$ cat src/rtl/fft_seq_ctrl.sv
// Pass sequencer for the 64-point FFT: issues 8 reads and 8 writes per butterfly pass and
// keeps pass 1 reads behind the last pass 0 write-back.
module fft_seq_ctrl #(
    parameter int BFLY_LAT = 4
) (
    input  logic       clk,
    input  logic       rst,
    input  logic       start,
    output logic       busy,
    output logic       done,
    output logic       en_fft,
    output logic       readmem_en,
    output logic       memwrite_en,
    output logic [2:0] rd_idx,
    output logic       rd_stage,
    output logic [2:0] wr_idx,
    output logic       wr_stage
);

    typedef enum logic [2:0] {
        IDLE,
        CLR,
        RD0,
        WAIT0,
        RD1,
        WAIT1,
        DONE_ST
    } state_t;

    state_t     state;
    logic [3:0] wr_cnt;
    logic [3:0] wr_cnt_nxt;
    logic       pass_written;

    // Read strobe/stage/index travel together as {readmem_en, rd_stage, rd_idx}.
    logic [4:0] dly [BFLY_LAT];

    assign memwrite_en = dly[BFLY_LAT-1][4];
    assign wr_stage    = dly[BFLY_LAT-1][3];
    assign wr_idx      = dly[BFLY_LAT-1][2:0];

    // The eighth write of a pass is the one completing in the current cycle.
    always_comb begin
        wr_cnt_nxt   = wr_cnt + {3'b000, memwrite_en};
        pass_written = (wr_cnt_nxt == 4'd8);
    end

    // NOTE: sequential state uses non-blocking assignments only, so every register
    // samples the pre-edge value of every other register regardless of statement order.
    always_ff @(posedge clk) begin
        if (rst) begin
            state      <= IDLE;
            wr_cnt     <= '0;
            busy       <= 1'b0;
            done       <= 1'b0;
            en_fft     <= 1'b0;
            readmem_en <= 1'b0;
            rd_idx     <= '0;
            rd_stage   <= 1'b0;
            // NOTE: the delay line is reset too; a stale write strobe after a mid-pass
            // reset would advance the AGU write address of the next transform.
            for (int i = 0; i < BFLY_LAT; i++) begin
                dly[i] <= '0;
            end
        end else begin
            dly[0] <= {readmem_en, rd_stage, rd_idx};
            for (int i = 1; i < BFLY_LAT; i++) begin
                dly[i] <= dly[i-1];
            end

            wr_cnt <= wr_cnt_nxt;
            en_fft <= 1'b0;
            done   <= 1'b0;

            case (state)
                IDLE: begin
                    if (start) begin
                        state  <= CLR;
                        busy   <= 1'b1;
                        en_fft <= 1'b1;
                    end
                end
                CLR: begin
                    wr_cnt     <= '0;
                    state      <= RD0;
                    readmem_en <= 1'b1;
                    rd_idx     <= '0;
                    rd_stage   <= 1'b0;
                end
                RD0: begin
                    if (rd_idx == 3'd7) begin
                        state      <= WAIT0;
                        readmem_en <= 1'b0;
                        rd_idx     <= '0;
                    end else begin
                        rd_idx <= rd_idx + 3'd1;
                    end
                end
                WAIT0: begin
                    if (pass_written) begin
                        state      <= RD1;
                        wr_cnt     <= '0;
                        readmem_en <= 1'b1;
                        rd_stage   <= 1'b1;
                    end
                end
                RD1: begin
                    if (rd_idx == 3'd7) begin
                        state      <= WAIT1;
                        readmem_en <= 1'b0;
                        rd_stage   <= 1'b0;
                        rd_idx     <= '0;
                    end else begin
                        rd_idx <= rd_idx + 3'd1;
                    end
                end
                WAIT1: begin
                    if (pass_written) begin
                        state <= DONE_ST;
                        done  <= 1'b1;
                    end
                end
                DONE_ST: begin
                    state <= IDLE;
                    busy  <= 1'b0;
                end
                default: begin
                    state      <= IDLE;
                    busy       <= 1'b0;
                    readmem_en <= 1'b0;
                    rd_stage   <= 1'b0;
                    rd_idx     <= '0;
                end
            endcase
        end
    end

endmodule
$ cat config.mk
export PLATFORM = sky130hd
export DESIGN_NAME = fft_seq_ctrl
export DESIGN_NICKNAME = d
export VERILOG_FILES = /design/src/rtl/fft_seq_ctrl.sv
export SDC_FILE = /design/constraint.sdc
export NUM_CORES = 1
export LEC_CHECK = 0
export ABC_AREA = 1
export CAP_MARGIN = 20
export CORE_MARGIN = 4
export CORE_UTILIZATION = 35
export CTS_BUF_LIST = sky130_fd_sc_hd__clkbuf_2
export DETAILED_ROUTE_END_ITERATION = 6
export GPL_ROUTABILITY_DRIVEN = 0
export PLACE_DENSITY_LB_ADDON = 0.15
export SETUP_SLACK_MARGIN = 0.05
export SYNTH_ARGS = -nofsm -noshare
export SYNTH_HDL_FRONTEND = slang
export SYNTH_SLANG_ARGS = --single-unit
$ cat constraint.sdc
create_clock -name clk -period 2.9 [get_ports clk]
set_input_delay 0.435 -clock clk [delete_from_list [all_inputs] [get_ports clk]]
set_output_delay 0.435 -clock clk [all_outputs]
set_load 0.01 [all_outputs]
==> summary.txt <==
Outcome
  • Status: finished, final reports clean

Min path
  • HP Class: reg2reg

Synthesis
  • Post-synthesis simple-gate area fraction: 26.9%
  • Syn Inst Count: 172
  • Mean post-synth cell area: 7.91 um^2
  • Synth cell count leaders: dfxtp_1, nand2_1, nor2_1
  • Most used DFF post-synth: dfxtp_1
  • Largest family of logic cells by synthesized area: simple AND/OR/NAND/NOR gates
  • Count leader, synth: dfxtp_1
  • Adder-cell share of the synthesized area: 3.68%
  • Mux cell area share after synthesis: 0%
  • Number of flops mapped to enable cells by yosys: 0
  • Yosys warns: 0
  • Area leader, netlist: dfxtp_1
  • Distinct cell type count after synthesis: 24
  • Synth Area in Compound Gates: 6.25%
  • Async set-reset flop share out of synthesis: 0%
  • Seq/Total Area, Yosys: 51.5%
  • Ranking of synthesized cells by area: dfxtp_1, nand2_1, nor2_1
  • Yosys reg bits: 35
  • Syn nets: 179
  • Synth top area share: 51.5%
  • Mapped cell area: 1360 um^2
  • Post-synthesis xor/xnor area fraction: 0%

Clocking
  • CTS sink count: 35
  • Worst-Skew Late Latency: 360 ps
  • Max clock buf depth: 2
  • Hold Buf Count CTS: 0
  • CTS H-Tree Depth: 2
  • CTS Root Cell: clkbuf_2
  • PostCTS Resize Cnt: 0
  • Clock transition at path regs: 170 ps
  • Clock buffer count from CTS: 5
  • CTS tree: yes
  • Post-CTS Setup Inserts: 0

Power
  • NetSw: 0.447 mW
  • Int Power: 0.759 mW
  • Clk pwr share: 18.1%
  • Combinational share of power: 33.0%
  • Reg power frac: 48.9%
  • P_leak: 0.666 nW
  • Pwr Density: 762 nW/um^2
  • Switching power share of the total: 37.1%
  • Max VDD drop: 0.459 mV

Cells and area
  • Share of cells above drive strength 1: 14.3%
  • Area of the multi-input gates: 502 um^2
  • Post-Route Utilization: 42.6%
  • Area Growth Syn to Fin: 16.3%
  • # diodes: 0
  • Post-layout nets: 195
  • Design area: 1580 um^2
  • Storage cell area: 701 um^2
  • Fillers: 381

STA
  • Final setup violation count: 0
  • Unrepaired setup endpoints after global routing: false
  • Top achievable clock speed: 573 MHz
  • Setup Skew: 6.55 ps
  • Tmin final: 1750 ps
  • Least-Margin Pin Slew: 457 ps
  • Final setup margin: 1150 ps
  • Period utilisation layout: 60.2%
  • Fin Setup TNS: 0 ps
  • Rel. slew slack: 69.5%
  • Max-slew violation count: 0
  • WHS: 411 ps
  • Hold Fails Final Rpt: 0

Setup path
  • Worst path cell trace: clkdlybuf4s50_1
  • WP data required: 2470 ps
  • Critical path arrival: 1310 ps
  • Critical path's largest stage delay: 550 ps
  • Kind of critical path: reg2out
  • Buf+Inv Stages, Crit Path: 1
  • Critical path capture point type: output port
  • CP delay by family, top: buffers and inverters
  • Slowest cell on crit path: clkdlybuf4s50_1
  • Crit path launch type: flop
  • CP max FO: 3
  • Reg2Reg Setup Slack: 1160 ps

Global route
  • Tot GR Track Use: 10.2%
  • Largest net degree at the start of global routing: 15
  • Total gr overflow: 0
  • First-pass GRT wire length: 3970 um
  • Number of global-route vias before repair: 938
  • Initial antenna violation count: 0

Detailed routing
  • Initial drt markers: 65
  • Routed Antenna Nets: 0
  • Drt wl/cell: 9.29 um
  • Drt first pass iters: 4
  • Via count: 1000
  • Routed wire length: 2200 um
  • Vias per cell: 4.22
  • DRC errors left: 0

Placement
  • DP Area: 1540 um^2
  • Detail Placement HPWL: 1660 um
  • Pre-CTS WS: 883 ps
  • Port bufs: 15

Floorplan
  • # IOs: 16
  • Placement Rows: 22
  • Die Y: 70.4 um
  • DIE AREA: 4950 um^2
  • Die width: 70.4 um
  • Starting Density: 36.6%
  • CORE AREA: 3720 um^2

Job
  • Max-Cap Viols: 0
## layout make-up
cell class	count	area share [%]
sequential	35	44.3
multi-input combinational	98	31.7
timing repair buffer	16	9.96
inverter	32	7.59
tap	48	3.79
clock buffer	6	1.90
clock inverter	2	0.791
## registers in the layout (all words and copies together), names as in the netlist
register	count
wr_cnt	4
dly	20
state	3
done	1
readmem_en	1
rd_idx	3
en_fft	1
busy	1
rd_stage	1
## cell families (layout without fill, tap and decap cells)
logic type	count (synthesis)	count (layout)
adder cells (fa/ha/maj)	4	4
AND/OR/NAND/NOR	81	81
flip-flops	35	35
buffers and inverters	39	56
AO/OA/AOI/OAI	13	13
## path summary, 6_finish.rpt
kind          endpoint  cells after the start  startpoint
max          rd_idx[2]                      1   rd_idx[2]
min          dly[0][9]                      2   dly[0][4]
max reg2reg   state[1]                     10  dly[0][19]
min reg2reg  dly[0][9]                      2   dly[0][4]
## layout by cell type, fill, tap and decap left out, types with 5 or more instances in the layout
cell type         n
clkdlybuf4s50_1  15
clkbuf_2          6
nand2_1          29
inv_2             5
dfxtp_1          35
inv_1            26
nor2_1           29
nand3_1           7
a21oi_1           6
## per-layer routing
| metal | global-route usage [%] | vias to the layer above | routed length [um] |
|---|---|---|---|
| met3 | 5.04 | 2 | 102 |
| met5 | 0 | - | 0 |
| li1 | - | 549 | - |
| met1 | 11.8 | 436 | 1080 |
| met2 | 15.8 | 13 | 1010 |
| met4 | 4.47 | 0 | 10 |
## worst register-to-register path, cell delays in order, from the launching register on
cell and delay [ps]:
dfxtp_1 350, ha_1 230, ha_1 270, inv_1 70, nand2_1 80, nor2_4 130, nand2_4 80, a21oi_4 160
nand2_2 110, nor2_1 140, nor2_2 50
## power by group through the flow
| stage | sequential, mW | combinational (mW) | clock [mW] |
|---|---|---|---|
| 2_1_floorplan | 0.594 | 0.293 | 0 |
| 3_3_place_gp | 0.598 | 0.401 | 0 |
| 3_5_place_dp | 0.602 | 0.397 | 0 |
| 4_1_cts | 0.590 | 0.400 | 0.233 |
| 5_1_grt | 0.599 | 0.460 | 0.251 |
| 6_report | 0.590 | 0.398 | 0.219 |
## per-stage QoR
| step | total power [mW] | instances |
|---|---|---|
| 2_1_floorplan | 0.887 | 172 |
| 3_3_place_gp | 0.999 | 229 |
| 3_5_place_dp | 0.999 | 229 |
| 4_1_cts | 1.22 | 237 |
| 5_1_grt | 1.31 | 237 |
| 6_report | 1.21 | 237 |
Note: power is estimated with default switching activity, not from simulation.
